**src/rtl/mem_arb_pkg.sv**
```systemverilog
// Shared types and constants for the instruction/data memory arbiter.
// Owner encoding tags which port the in-flight response belongs to.
package mem_arb_pkg;

  typedef enum logic [1:0] {
    OWN_NONE = 2'd0,
    OWN_I    = 2'd1,
    OWN_D    = 2'd2
  } owner_e;

  localparam int unsigned ADDR_WORDS_DEF   = 1536;
  localparam int unsigned STARVE_LIMIT_DEF = 4;
  localparam int unsigned STARVE_CNT_W     = 4;
  localparam logic [STARVE_CNT_W-1:0] STARVE_CNT_MAX = '1;

  // Word index beyond the implemented memory; byte-lane bits play no part.
  function automatic logic addr_oor(input logic [31:0] addr, input int unsigned words);
    return ({2'b00, addr[31:2]} >= words);
  endfunction

endpackage

```
**src/rtl/mem_arb_pick.sv**
```systemverilog
// Combinational grant selection between fetch and data ports, plus a range
// check of whichever address wins.
module mem_arb_pick
  import mem_arb_pkg::*;
#(
  parameter int unsigned ADDR_WORDS   = ADDR_WORDS_DEF,
  parameter int unsigned STARVE_LIMIT = STARVE_LIMIT_DEF
) (
  input  logic                    i_req,
  input  logic                    d_req,
  input  logic [STARVE_CNT_W-1:0] wait_cnt,
  input  logic [31:0]             i_addr,
  input  logic [31:0]             d_addr,
  output owner_e                  sel,
  output logic                    oor
);

  logic starved;

  assign starved = (wait_cnt >= STARVE_CNT_W'(STARVE_LIMIT));

  always_comb begin
    sel = OWN_NONE;
    if (i_req && d_req) begin
      sel = starved ? OWN_I : OWN_D;
    end else if (i_req) begin
      sel = OWN_I;
    end else if (d_req) begin
      sel = OWN_D;
    end
  end

  always_comb begin
    oor = 1'b0;
    case (sel)
      OWN_I:   oor = addr_oor(i_addr, ADDR_WORDS);
      OWN_D:   oor = addr_oor(d_addr, ADDR_WORDS);
      default: oor = 1'b0;
    endcase
  end

endmodule

```
**src/rtl/mem_arbiter.sv**
```systemverilog
// Single-port word memory shared between CPU fetch and data ports: one grant
// per cycle, data priority with a starvation override, one-cycle responses.
module mem_arbiter
  import mem_arb_pkg::*;
#(
  parameter int unsigned ADDR_WORDS   = ADDR_WORDS_DEF,
  parameter int unsigned STARVE_LIMIT = STARVE_LIMIT_DEF
) (
  input  logic        clk,
  input  logic        resetn,
  input  logic        i_req,
  input  logic [31:0] i_addr,
  output logic        i_gnt,
  output logic        i_rvalid,
  output logic [31:0] i_rdata,
  output logic        i_err,
  input  logic        d_req,
  input  logic [31:0] d_addr,
  input  logic [31:0] d_wdata,
  input  logic [3:0]  d_wmask,
  output logic        d_gnt,
  output logic        d_rvalid,
  output logic [31:0] d_rdata,
  output logic        d_err,
  output logic        mem_rstrb,
  output logic [31:0] mem_addr,
  output logic [31:0] mem_wdata,
  output logic [3:0]  mem_wmask,
  input  logic [31:0] mem_rdata
);

  logic [STARVE_CNT_W-1:0] wait_cnt_q, wait_cnt_d;
  owner_e                  resp_owner_q, resp_owner_d;
  logic                    resp_err_q, resp_err_d;
  logic                    resp_rd_q, resp_rd_d;

  owner_e sel;
  logic   oor;
  logic   d_is_write;
  logic   resp_data_ok;

  assign d_is_write = (d_wmask != 4'b0000);

  mem_arb_pick #(
    .ADDR_WORDS   (ADDR_WORDS),
    .STARVE_LIMIT (STARVE_LIMIT)
  ) u_pick (
    .i_req    (i_req),
    .d_req    (d_req),
    .wait_cnt (wait_cnt_q),
    .i_addr   (i_addr),
    .d_addr   (d_addr),
    .sel      (sel),
    .oor      (oor)
  );

  assign i_gnt = (sel == OWN_I);
  assign d_gnt = (sel == OWN_D);

  // Out-of-range grants are acknowledged but leave the memory port idle.
  always_comb begin
    mem_rstrb = 1'b0;
    mem_wmask = 4'b0000;
    mem_addr  = '0;
    mem_wdata = '0;
    if (!oor) begin
      case (sel)
        OWN_I: begin
          mem_addr  = i_addr;
          mem_rstrb = 1'b1;
        end
        OWN_D: begin
          mem_addr = d_addr;
          if (d_is_write) begin
            mem_wmask = d_wmask;
            mem_wdata = d_wdata;
          end else begin
            mem_rstrb = 1'b1;
          end
        end
        default: ;
      endcase
    end
  end

  always_comb begin
    wait_cnt_d = '0;
    if (i_req && !i_gnt) begin
      wait_cnt_d = (wait_cnt_q == STARVE_CNT_MAX) ? wait_cnt_q : wait_cnt_q + 1'b1;
    end
    resp_owner_d = sel;
    resp_err_d   = oor;
    resp_rd_d    = i_gnt || (d_gnt && !d_is_write);
  end

  always_ff @(posedge clk or negedge resetn) begin
    if (!resetn) begin
      wait_cnt_q   <= '0;
      resp_owner_q <= OWN_NONE;
      resp_err_q   <= 1'b0;
      resp_rd_q    <= 1'b0;
    end else begin
      wait_cnt_q   <= wait_cnt_d;
      resp_owner_q <= resp_owner_d;
      resp_err_q   <= resp_err_d;
      resp_rd_q    <= resp_rd_d;
    end
  end

  // Read data is only forwarded for in-range reads; acks and errors return zero.
  assign resp_data_ok = resp_rd_q && !resp_err_q;

  assign i_rvalid = (resp_owner_q == OWN_I);
  assign d_rvalid = (resp_owner_q == OWN_D);
  assign i_err    = i_rvalid && resp_err_q;
  assign d_err    = d_rvalid && resp_err_q;
  assign i_rdata  = (i_rvalid && resp_data_ok) ? mem_rdata : 32'h0;
  assign d_rdata  = (d_rvalid && resp_data_ok) ? mem_rdata : 32'h0;

endmodule

```
**config.mk**
```make
export PLATFORM = sky130hd
export DESIGN_NAME = mem_arbiter
export DESIGN_NICKNAME = d
export VERILOG_FILES = /design/src/rtl/mem_arb_pkg.sv /design/src/rtl/mem_arb_pick.sv /design/src/rtl/mem_arbiter.sv
export SDC_FILE = /design/constraint.sdc
export NUM_CORES = 1
export LEC_CHECK = 0
export ABC_AREA = 1
export CAP_MARGIN = 25
export CELL_PAD_IN_SITES_DETAIL_PLACEMENT = 1
export CELL_PAD_IN_SITES_GLOBAL_PLACEMENT = 1
export CORE_MARGIN = 5
export CORE_UTILIZATION = 12
export CTS_CLUSTER_SIZE = 24
export DETAILED_ROUTE_END_ITERATION = 7
export GPL_TIMING_DRIVEN = 0
export MAX_ROUTING_LAYER = met4
export PLACE_DENSITY_LB_ADDON = 0.08
export SYNTH_ARGS = -nofsm -noshare
export SYNTH_HDL_FRONTEND = slang
export SYNTH_SLANG_ARGS = --single-unit
```
**constraint.sdc**
```tcl
create_clock -name clk -period 3.3 [get_ports clk]
set_input_delay 0.825 -clock clk [delete_from_list [all_inputs] [get_ports clk]]
set_output_delay 0.825 -clock clk [all_outputs]
set_load 0.005 [all_outputs]
```
# After elaboration in Yosys (flattened, before gate mapping)
# Index checks and enable logic that the tools add are counted.
[op_classes]
addsub = 1
magnitude_cmp = 3
eq_ne = 6
mux = 20
reduce_logical = 13
[ops]
columns = ["cell", "n"]
rows = [
  ["$mux W32", 6],
  ["$pmux W32 S2", 1],
  ["$ge A30 B11 Y1 const B", 2],
  ["$mux W4", 5],
  ["$logic_and A1 B1 Y1", 8],
  ["$mux W2", 4],
  ["$add A4 B1 Y4 const B", 1],
  ["$eq A2 B1 Y1 const B", 2],
  ["$eq A2 B2 Y1 const B", 2],
  ["$eq A4 B4 Y1 const B", 1],
  ["$ge A4 B3 Y1 const B", 1],
  ["$pmux W1 S2", 2],
  ["$reduce_bool A4 Y1", 1],
  ["$logic_not A1 Y1", 3],
  ["$mux W1", 2],
  ["$ne A2 B2 Y1 const B", 1],
  ["$logic_or A1 B1 Y1", 1],
]
[totals]
register_bits = 8
input_bits = 136
output_inout_bits = 139

# Longest topological paths before layout
# Gate-level depths: netlist (run 1).
[logic_depth]
depth_word = 7
mapped_depth = 9

# By module
# Synthesis (run 1) repeated with hierarchy kept, for this count alone.
[unflattened]
hier_cells = 395
hier_area_um2 = 2057.0
[modules_own_cells]
columns = ["module", "instances", "cells_each", "area_each_um2"]
rows = [
  ["mem_arbiter", 1, 344, 1846.8],
  ["mem_arb_pick", 1, 51, 210.2],
]

# Worst setup path after synthesis (run 1)
# OpenSTA, ideal clock, no wires.
[synth_path]
kind = "in2out"
startpoint = "in d_addr[13]"
endpoint = "out mem_wdata[10]"
arrival_time_ns = 1.784
path_slack_ns = 0.691
path_stages = 8
n_path_buf = 2
cell_sequence = "or2_2 nor2_1 nand3_1 nand2_1 nand2_1 buf_4 buf_6 nor2_1"
[synth_between]
elab_chain_len = 3
[synth_rtl]
columns = ["item", "line", "source"]
rows = [
  ["from (decl)", "mem_arbiter.sv:18", "input logic [31:0] d_addr,"],
  ["$ge A30 B11 Y1", "mem_arb_pkg.sv:18", "return ({2'b00, addr[31:2]} >= words);"],
  ["$pmux W1 S2", "mem_arb_pick.sv:35", "case (sel)"],
  ["$mux W32", "mem_arbiter.sv:66", "if (!oor) begin"],
  ["to (decl)", "mem_arbiter.sv:27", "output logic [31:0] mem_wdata,"],
]
# Every way passes these cells.

# Final worst setup path (run 1)
[layout_path]
startpoint = "in d_addr[13]"
endpoint = "out mem_wdata[2]"
# The elaborated chain is that of the path after synthesis.

==> summary.md, run 1 <==
| Metric | Value |
|---|---|
| Die area | 16200 um2 |
| Top-count cell post-synth | nor2_1 |
| Required time of the critical path | 2470 ps |
| Crit Reg-Reg Endpoint | resp_err_q |
| Slowest CP cell | clkdlybuf4s50_1 |
| Max Fanout on Critical Path | 5 |
| CTS H-tree depth | 1 |
| Crit-path most repeated cell | nand2_4 |
| Vias | 3098 |
| Critical path class | in2out |
| # clock sinks | 8 |
| Area leader, netlist | nor2_1 |
| Arrival @ worst endpoint | 2370 ps |
| CP delay by family, top | buffers and inverters |
| Placed cells | 807 |
| CP Cell Sequence | clkdlybuf4s50_1 -> or2_4 -> nor2_4 -> nand3_2 -> nand2_4 -> nand2_4 -> buf_6 -> buf_4 -> nor2_1 -> dlygate4sd2_1 |
| First-pass DRT Iterations | 3 |
| DIE WIDTH | 127 um |
| Ranking of synthesized cells by area | nor2_1, nand2_1, inv_1 |
| Gate Count Post-Synth | 353 |
| Post-route ant nets | 0 |
| Worst Skew | 0.628 ps |
| Top FF cell, synth | dfrtp_1 |
| Largest net degree at the start of global routing | 11 |
| Min cycle time layout | 3200 ps |
| Drt total wl | 11.2 mm |
| Synth cell types | 20 |
| Area of placed instances | 4500 um2 |
| F_max | 0.313 GHz |
| Vias per inst | 3.71 |
| Hold Slack | 434 ps |
| Final setup viols | 0 |
| Fin area | 4840 um2 |
| Cell area after synthesis | 1660 um2 |
| Setup slack, reg-to-reg | 1980 ps |
| Worst-skew pair later-pin latency | 230 ps |
| CP peak stage delay | 400 ps |
| Tcrit/Tclk final | 97.0% |
| IO Pins | 275 |
| Status | finished, final reports clean |
| Tot GR Track Use | 12.9% |
| Gr ovfl total | 0 |
| Fillers | 1786 |
| Initial DRC Count | 31 |
| Initial antenna violation count | 2 |
| Asr flop ratio synth | 100% |
| Final Hold Fails | 0 |
| Syn avg cell area | 4.69 um2 |
| Min-delay worst type | reg2reg |
| Placer Congestion | 0.847 |
| WP buf/inv | 4 |
| Synth Register Bits | 8 |
| I/O Buffers | 255 |
| Slew Viols, Final | 0 |
| Clock-pin slew on the worst setup and hold paths | 30 ps |
| CTS tree | built |
| Initial core utilization | 12.1% |
| Vias in the first global route | 3325 |
| Clock Path Buffers | 2 |
| Top-area cell type share of the netlist area | 32.7% |
| Drt drc | 0 |
| Pwr dens | 159 nW/um2 |
| VDD IR max | 91.2 uV |
| Clk root buf | clkbuf_16 |
| Post-synth EDFFs | 0 |
| Kind of start point of the critical path | primary input |
| CORE AREA | 13700 um2 |
| CP endpoint kind | primary output |
| Final HPWL DP | 9.69 mm |
| Share of post-route cells with drive strength above 1 | 19.0% |
| Die Ht | 127 um |
| WHS Endpoint | wait_cnt_q[0] |
| Row cnt | 43 |
| Origin of the critical flop-to-flop path | wait_cnt_q[2] |
| Worst Reg2Reg Path Length in Cells | 6 |
| Layout net count | 792 |
| Hold Crit Start | wait_cnt_q[0] |
| CTS Buf Count | 3 |
| Area grow syn2layout | 192% |
| Hold Path Depth | 1 |
| Layout Cells excl Fill | 835 |
| Max_cap viols | 0 |
| First-pass GRT wire length | 16.4 mm |
| Wire length per cell | 13.5 um |
| Syn. warnings | 0 |
| Most frequent cells after synthesis | nor2_1, nand2_1, inv_1, buf_4, dfrtp_1 |
| Post-synthesis sequential area ratio | 12.1% |
| Pleak | 2.47 nW |
[repair_timing]
action / 4_1_cts / 5_1_grt
endpoints found under the setup margin: 52 / 43
setup buffers: 16 / 5
pin swaps: 6 / 25
gates resized for setup: 152 / 70
gates cloned: 2 / 0
hold buffers: 0 / 0
[placed cells by master (no fill, tap or decap), types with 3 or more instances in the layout]
cell,instances
clkbuf_16,3
dlymetal6s2s_1,15
nor2_1,122
conb_1,20
clkbuf_1,6
buf_2,21
clkdlybuf4s50_1,187
clkbuf_2,11
dlygate4sd2_1,17
buf_4,35
nor2_2,17
nand2_1,89
nor2_4,7
dfrtp_1,8
nand2_4,3
clkdlybuf4s15_1,3
inv_1,54
buf_6,16
[power breakdown]
group,internal (W),switching (W)
Clock,0.000156,0.0000432
Sequential,0.000105,0.00000345
Combinational,0.000283,0.000180
Total,0.000544,0.000226
[cell type report]
class / instances / area, um2 / share of cell area [%]
sequential: 8 / 200 / 4.14
timing repair buffer: 278 / 2630 / 54.4
antenna: 2 / 5.00 / 0.103
tap: 180 / 225 / 4.65
buffer: 35 / 262 / 5.40
multi-input combinational: 274 / 1230 / 25.5
clock buffer: 3 / 75.1 / 1.55
inverter: 55 / 206 / 4.26
[sequential cells by signal, indices dropped and copies added, names as in the netlist]
register,count
resp_err_q,1
resp_owner_q,2
resp_rd_q,1
wait_cnt_q,4
[per-layer routing]
layer | routed length, um | GRT usage [%] | up-vias
met3 | 1100 | 3.30 | 7
met5 | 0 | - | -
met1 | 4270 | 13.7 | 1365
li1 | - | - | 1569
met4 | 123 | 2.84 | 0
met2 | 5750 | 23.9 | 157
[worst max path at each step]
stage,startpoint,endpoint,cells past startpoint
global placement,i_req,mem_wdata[16],10
CTS,d_addr[17],mem_wdata[23],12
floorplan,d_addr[13],mem_wdata[10],8
detailed placement,i_req,mem_wdata[23],10
global route,d_addr[20],mem_addr[9],12
finish,d_addr[13],mem_wdata[2],10
[metrics by stage]
step / utilization (%) / TNS, ps / power [W] / setup slack (ps)
after floorplan: - / 0 / 0.000251 / 691
after global placement: 32.8 / -21960 / 0.000526 / -500
after detailed placement: 32.8 / -24270 / 0.000534 / -570
after CTS: 34.2 / -130 / 0.000760 / -71.6
after global routing: 35.3 / -53.8 / 0.000828 / -10.5
final: 35.3 / 0 / 0.000770 / 100
[worst reg2reg max path, cell delays in order (launching register included)]
cell and delay, ps:
dfrtp_1 390, nor2_2 180, a21oi_4 100, nor2_4 180, nand2_4 80, nand2_4 80, buf_2 220
[cells by family after synthesis]
| group | Yosys count | share of synthesized area (%) |
|---|---|---|
| and+or+nand+nor | 249 | 58.4 |
| DFF | 8 | 12.1 |
| other | 1 | 0.227 |
| xor gates and xnor gates | 1 | 0.529 |
| AOI/OAI and AO/OA | 3 | 1.59 |
| adders and majority gates | 1 | 0.756 |
| buffers and inverters | 90 | 26.4 |
Note: power is estimated with default switching activity, not from simulation.
==> inputs of run 2 (changes only) <==
ABC_AREA = default   (was 1)
CORE_UTILIZATION = 13   (was 12)
MAX_ROUTING_LAYER = default   (was met4)
SLEW_MARGIN = 20   (was default)
==> run 2 against run 1 <==
Net effect: clock power is essentially flat; global-route usage grew 1.1 points; first-iteration DRC count grew 29%; sequential share of layout area shrank 0.054 points; critical endpoint is now mem_wdata[27]; highest routed layer unchanged.
==> summary.md, run 2 <==
| Metric | Value |
|---|---|
| Gr ovfl total | 0 (unchanged) |
| Initial DRC Count | 40 (+29%) |
| Tcrit/Tclk final | 99.1% (+2.1 points) |
| CTS H-tree depth | 1 (unchanged) |
| Max Fanout on Critical Path | 10 (+5) |
| Area leader, netlist | and2_1 |
| Gate Count Post-Synth | 221 (-37%) |
| Clock Path Buffers | 2 (unchanged) |
| Largest Register | wait_cnt_q |
| Top-count cell post-synth | and2_1 |
| Vias in the first global route | 2830 (-15%) |
| Critical path class | in2out |
| CP peak stage delay | 590 ps (+190 ps) |
| CTS tree | built |
| Slowest CP cell | or4_4 |
| Area grow syn2layout | 213% |
| Cell area after synthesis | 1570 um2 (-5.4%) |
| Clk root buf | clkbuf_16 |
| Most frequent cells in the layout | clkdlybuf4s50_1, and2_1, buf_4 |
| Worst Skew | 0.338 ps (-0.290 ps) |
| IO Pins | 275 (unchanged) |
| Final core occ | 41.2% (+5.9 points) |
| Die Ht | 120 um (-6.0%) |
| Diode count | 0 (-2) |
| CTS Buf Count | 3 (unchanged) |
| Post-synth EDFFs | 0 (unchanged) |
| VDD IR max | 110 uV (+21%) |
| Asr flop ratio synth | 100% (unchanged) |
| Clock-pin slew on the worst setup and hold paths | 40 ps (about the same) |
| I/O Buffers | 255 (unchanged) |
| Kind of start point of the critical path | primary input |
| Drt total wl | 11.1 mm (-0.84%) |
| Final setup viols | 0 (unchanged) |
| CP endpoint kind | primary output |
| Wire length on met3 | 1.23 mm (+12%) |
| Final HPWL DP | 9.45 mm (-2.5%) |
| Post-route ant nets | 0 (unchanged) |
| CP Cell Sequence | clkdlybuf4s50_1 -> or4_4 -> buf_4 -> and3_1 -> clkdlybuf4s15_1 |
| Largest registers | wait_cnt_q: 4 flops, resp_owner_q: 2 flops |
| Top FF cell, synth | dfrtp_1 |
| DIE WIDTH | 120 um (-6.0%) |
| Final Hold Fails | 0 (unchanged) |
| Die area | 14300 um2 (-12%) |
| Vias per inst | 4.10 (+11%) |
| Share of post-route cells with drive strength above 1 | 26.9% (+7.9 points) |
| RSZ-0062 raised after global routing | true |
| Synth Register Bits | 8 (unchanged) |
| Layout net count | 656 (-17%) |
| Required time of the critical path | 2470 ps (about the same) |
| Synth cell types | 34 (+70%) |
| Max_cap viols | 0 (unchanged) |
| Fillers | 1443 (-19%) |
| Initial core utilization | 13.2% (+1.1 points) |
| Drt drc | 0 (unchanged) |
| WP buf/inv | 3 (-1) |
| Tot GR Track Use | 14.0% (+1.1 points) |
| Largest net degree at the start of global routing | 11 (unchanged) |
| Most frequent cells after synthesis | and2_1, and3_1, buf_4, nor4_1 |
| Arrival @ worst endpoint | 2450 ps (+80 ps) |
| Min cycle time layout | 3270 ps (+70.6 ps) |
| First-pass DRT Iterations | 4 (+1) |
| Placer Congestion | 0.724 (-14%) |
| Min-delay worst type | reg2reg |
| Setup WS pre-CTS | -798 ps (-227 ps) |
| Initial antenna violation count | 0 (-2) |
| Pleak | 2.24 nW (-9.0%) |
| Worst-skew pair later-pin latency | 230 ps (about the same) |
| Routed wl met2 | 5.88 mm (+2.2%) |
| Vias | 2725 (-12%) |
| CORE AREA | 11900 um2 (-13%) |
| # clock sinks | 8 (unchanged) |
| Wire length per cell | 16.8 um (+25%) |
| Top layer in use | met4 |
| Final WS setup | 29.5 ps (-70.6 ps) |
| CP delay by family, top | buffers and inverters |
| F_max | 0.306 GHz (-2.2%) |
| First-pass GRT wire length | 16.0 mm (-2.7%) |
| Syn. warnings | 0 (unchanged) |
| Status | finished, final reports clean |
| Post-synthesis sequential area ratio | 12.8% (+0.69 points) |
| Pwr dens | 134 nW/um2 (-16%) |
| Ranking of synthesized cells by area | and2_1, and3_1, dfrtp_1 |
| Largest register FFs | 4 (unchanged) |
| Slew Viols, Final | 0 (unchanged) |
| Metal1 wirelength | 3.98 mm (-6.7%) |
| Syn avg cell area | 7.09 um2 (+51%) |
| Row cnt | 40 (-7.0%) |
| Commonest non-fill, non-tap cell in the layout | clkdlybuf4s50_1 |
| Top-area cell type share of the netlist area | 28.0% (-4.7 points) |
run 2: changes by cell type after synthesis, sizes merged, moves of 3 or more:
| cell | delta |
|---|---|
| nor4 | +20 |
| nand2 | -83 |
| clkbuf | +6 |
| buf | -3 |
| and3 | +35 |
| nand3 | -5 |
| nor2 | -143 |
| and2 | +70 |
| inv | -53 |
| a22oi | +11 |
| nor2b | +3 |
run 2: cells by family (layout without fill, tap and decap cells):
logic type | Yosys count | count (layout) | share of synthesized area (%)
and+or+nand+nor | 153 | 153 | 60.8
buffers and inverters | 40 | 317 | 15.9
AOI/OAI and AO/OA | 18 | 18 | 9.50
DFF | 8 | 8 | 12.8
adders and majority gates | 1 | 1 | 0.799
other | 1 | 20 | 0.239
run 2: power breakdown:
group | total (W) | internal (W) | switching [W] | leakage (nW)
clock network | 0.000202 | 0.000156 | 0.0000457 | 0.0370
registers | 0.000106 | 0.000103 | 0.00000291 | 0.101
logic | 0.000351 | 0.000226 | 0.000124 | 2.11
total | 0.000659 | 0.000486 | 0.000173 | 2.24
run 2: what timing repair did:
action / CTS / global route
gates cloned: 5 / 0
hold endpoints to repair: 0 / 0
gates resized for setup: 270 / 44
setup endpoints to repair: 52 / 50
pin swaps: 27 / 15
setup buffers: 9 / 5
hold buffers: 0 / 0
run 2: path summary, 6_finish.rpt:
path	from	to	slack [ps]	depth (start not counted)
max in group asynchronous	resetn	resp_owner_q[1]	2170	1
max	d_wmask[3]	mem_wdata[27]	30	5
min in group asynchronous	resetn	wait_cnt_q[0]	870	1
min reg2reg	wait_cnt_q[0]	wait_cnt_q[0]	430	1
min	wait_cnt_q[0]	wait_cnt_q[0]	430	1
max reg2reg	wait_cnt_q[3]	resp_err_q	1740	7
run 2: worst reg2reg max path: stages (launching register included):
cell      delay [ps]
dfrtp_1          400
nor3b_4          230
nor2b_2           70
buf_6            140
o21a_4           150
clkbuf_8         170
buf_4            130
o21bai_1         150
run 2: layer usage:
metal  vias to the layer above  GRT usage, %
met3                         5          5.89
met4                         0          1.72
met2                       172          27.1
met5                         -             0
met1                      1213          14.2
li1                       1335             -
run 2: layout make-up:
type / instances / area [um2] / area share [%]
flip-flops and latches: 8 / 200 / 4.08
plain buffers: 38 / 317 / 6.45
inverters: 2 / 7.51 / 0.153
multi-input cells: 192 / 1510 / 30.7
repair buffers: 274 / 2620 / 53.3
clock buffers: 3 / 75.1 / 1.53
well taps: 147 / 184 / 3.75
run 2: stage by stage:
stage / area, um2 / TNS (ps) / hold slack [ps] / total power (W) / std cells
after floorplan: 1640 / 0 / 406 / 0.000191 / 240
after global routing: 4900 / -191 / 477 / 0.000695 / 664
after CTS: 4760 / 0 / 438 / 0.000652 / 659
final: 4900 / 0 / 431 / 0.000659 / 664
after global placement: 4370 / -35700 / 421 / 0.000414 / 642
after detailed placement: 4370 / -36080 / 434 / 0.000419 / 642
==> inputs of run 3 (changes only) <==
ABC_AREA = 0   (was default)
clock period = 4.09 ns   (was 3.3 ns; I/O delays follow)
==> run 3 against run 2 <==
Net effect: power decreased by 23%; clock power is 19% lower; global-route usage is 0.71 points lower.
==> summary.md, run 3 (synthesized netlist as in run 2, its figures left out) <==
| Metric | Value |
|---|---|
| WHS Endpoint | wait_cnt_q[0] |
| Net switching power | 0.000122 W (-30%) |
| F_max | 0.253 GHz |
| Tcrit/Tclk final | 96.6% |
| Largest register FFs | 4 (unchanged) |
| Drt drc | 0 (unchanged) |
| Largest net degree at the start of global routing | 11 (unchanged) |
| Post-route ant nets | 0 (unchanged) |
| CTS H-tree depth | 1 (unchanged) |
| Initial antenna violation count | 0 (unchanged) |
| Wire length per cell | 16.1 um (-3.9%) |
| IO Pins | 275 (unchanged) |
| Worst Skew | 0.479 ps (+0.140 ps) |
| Hold_buf cts | 0 (unchanged) |
| First-pass GRT wire length | 15.2 mm (-4.8%) |
| RSZ-0062 raised after global routing | false |
| Status | finished, final reports clean |
| Arrival @ worst endpoint | 2930 ps (+480 ps) |
| Critical path class | in2out |
| Largest registers | wait_cnt_q: 4 flops, resp_owner_q: 2 flops |
| CP Cell Sequence | clkdlybuf4s50_1 -> nor4_4 -> and4_4 -> buf_4 -> nor2_1 -> clkbuf_4 -> nor4_1 -> dlygate4sd2_1 |
| Min-delay worst type | reg2reg |
| Final setup viols | 0 (unchanged) |
| Worst-skew pair later-pin latency | 230 ps (about the same) |
| Layout Cells excl Fill | 652 (-1.8%) |
| Final Hold Fails | 0 (unchanged) |
| Clock Path Buffers | 2 (unchanged) |
| Vias per inst | 4.10 (-0.18%) |
| Comb power frac | 51.0% (-2.2 points) |
| Gr ovfl total | 0 (unchanged) |
| Share of post-route cells with drive strength above 1 | 11.5% (-15 points) |
| Max_cap viols | 0 (unchanged) |
| Placer Congestion | 0.724 (unchanged) |
| Required time of the critical path | 3070 ps (+600 ps) |
| Clk root buf | clkbuf_16 |
| Tot GR Track Use | 13.3% (-0.71 points) |
| Hold Path Depth | 1 (unchanged) |
| Layout net count | 644 (-1.8%) |
| I/O Buffers | 255 (unchanged) |
| Origin of the critical flop-to-flop path | wait_cnt_q[3] |
| Initial core utilization | 13.2% (unchanged) |
| WP buf/inv | 4 (+1) |
| Largest Register | wait_cnt_q |
| CP endpoint kind | primary output |
| Die area | 14300 um2 (unchanged) |
| DIE WIDTH | 120 um (unchanged) |
| Pwr dens | 110 nW/um2 (-18%) |
| Clock network power share | 32.1% (+1.5 points) |
| CP delay by family, top | buffers and inverters |
| Hold Crit Start | wait_cnt_q[0] |
| Clock-pin slew on the worst setup and hold paths | 40 ps (about the same) |
| Final HPWL DP | 9.45 mm (unchanged) |
| Slew Viols, Final | 0 (unchanged) |
| Commonest non-fill, non-tap cell in the layout | clkdlybuf4s50_1 |
| Diode count | 0 (unchanged) |
| Kind of start point of the critical path | primary input |
| Crit Reg-Reg Endpoint | resp_err_q |
| Most frequent cells in the layout | clkdlybuf4s50_1, and2_1, dlygate4sd2_1 |
| First-pass DRT Iterations | 4 (unchanged) |
| Placed cells | 642 (unchanged) |
| Drt total wl | 10.5 mm (-5.6%) |
| Row cnt | 40 (unchanged) |
| Min cycle time layout | 3950 ps |
| Internal power | 0.000385 W (-21%) |
| Worst Reg2Reg Path Length in Cells | 6 (-1) |
| CORE AREA | 11900 um2 (unchanged) |
| Switching Share | 24.0% (-2.2 points) |
| Initial DRC Count | 41 (+2.5%) |
| Setup slack, reg-to-reg | 2650 ps (+910 ps) |
| Vias | 2671 (-2.0%) |
| Sequential power share | 16.9% (+0.8 points) |
| Overall power | 0.000507 W (-23%) |
| Max Fanout on Critical Path | 10 (unchanged) |
| Die Ht | 120 um (unchanged) |
| CTS tree | built |
| VDD IR max | 88.5 uV (-20%) |
| Slowest CP cell | clkdlybuf4s50_1 |
| Area grow syn2layout | 195% |
| Pleak | 2.29 nW (+2.2%) |
| # clock sinks | 8 (unchanged) |
| CTS Buf Count | 3 (unchanged) |
| CP peak stage delay | 470 ps (-120 ps) |
| Vias in the first global route | 2731 (-3.5%) |
## run 3: per-stage QoR
| stage | area [um2] | setup TNS [ps] | setup WS, ps | hold WS, ps | utilization, % |
|---|---|---|---|---|---|
| 2_1_floorplan | 1640 | 0 | 947 | 406 | - |
| 6_report | 4620 | 0 | 138 | 431 | 38.8 |
| 3_5_place_dp | 4370 | -15940 | -403 | 434 | 36.7 |
| 5_1_grt | 4620 | 0 | 16.2 | 477 | 38.8 |
| 4_1_cts | 4490 | -1250 | -162 | 438 | 37.7 |
| 3_3_place_gp | 4370 | -15540 | -399 | 421 | 36.7 |
## run 3: area by class of cell
class | instances | area [um2]
fillers | 1464 | 7290
repair buffers | 262 | 2590
multi-input cells | 192 | 1300
plain buffers | 38 | 272
flip-flops and latches | 8 | 200
well taps | 147 | 184
clock buffers | 3 | 75.1
inverters | 2 | 7.51
## run 3: power by group through the flow
stage                     combinational [W]  clock, W  sequential [W]
after floorplan                   0.0000682         0       0.0000860
final                              0.000258  0.000163       0.0000857
after CTS                          0.000256  0.000165       0.0000860
after detailed placement           0.000252         0       0.0000869
after global placement             0.000248         0       0.0000867
after global routing               0.000280  0.000169       0.0000868
## run 3: worst reg2reg max path: stages (launching register included)
cell	delay [ps]
dfrtp_1	400
nor3b_4	230
nor2b_2	70
buf_6	140
o21a_4	140
clkbuf_8	170
o21bai_1	170
## run 3: how the worst max path moves through the flow
stage / start / to / slack [ps] / cells after the start
global placement: d_addr[22] / mem_wdata[7] / -400 / 8
detailed placement: d_addr[17] / mem_addr[1] / -400 / 6
finish: d_addr[24] / mem_addr[5] / 140 / 8
global route: d_addr[20] / mem_addr[3] / 20 / 8
CTS: d_addr[23] / mem_wdata[24] / -160 / 8
floorplan: i_addr[13] / mem_addr[10] / 950 / 5
## run 3: repair_timing
action,CTS,global route
endpoints found under the hold margin,0,0
gates resized for setup,64,25
setup buffers,2,5
setup endpoints to repair,50,36
pin swaps,4,5
## run 3: metal layers
metal,GRT usage [%],routed length [um]
met4,1.72,52
met5,0,0
met2,25.4,5380
met3,5.94,1260
met1,13.5,3830
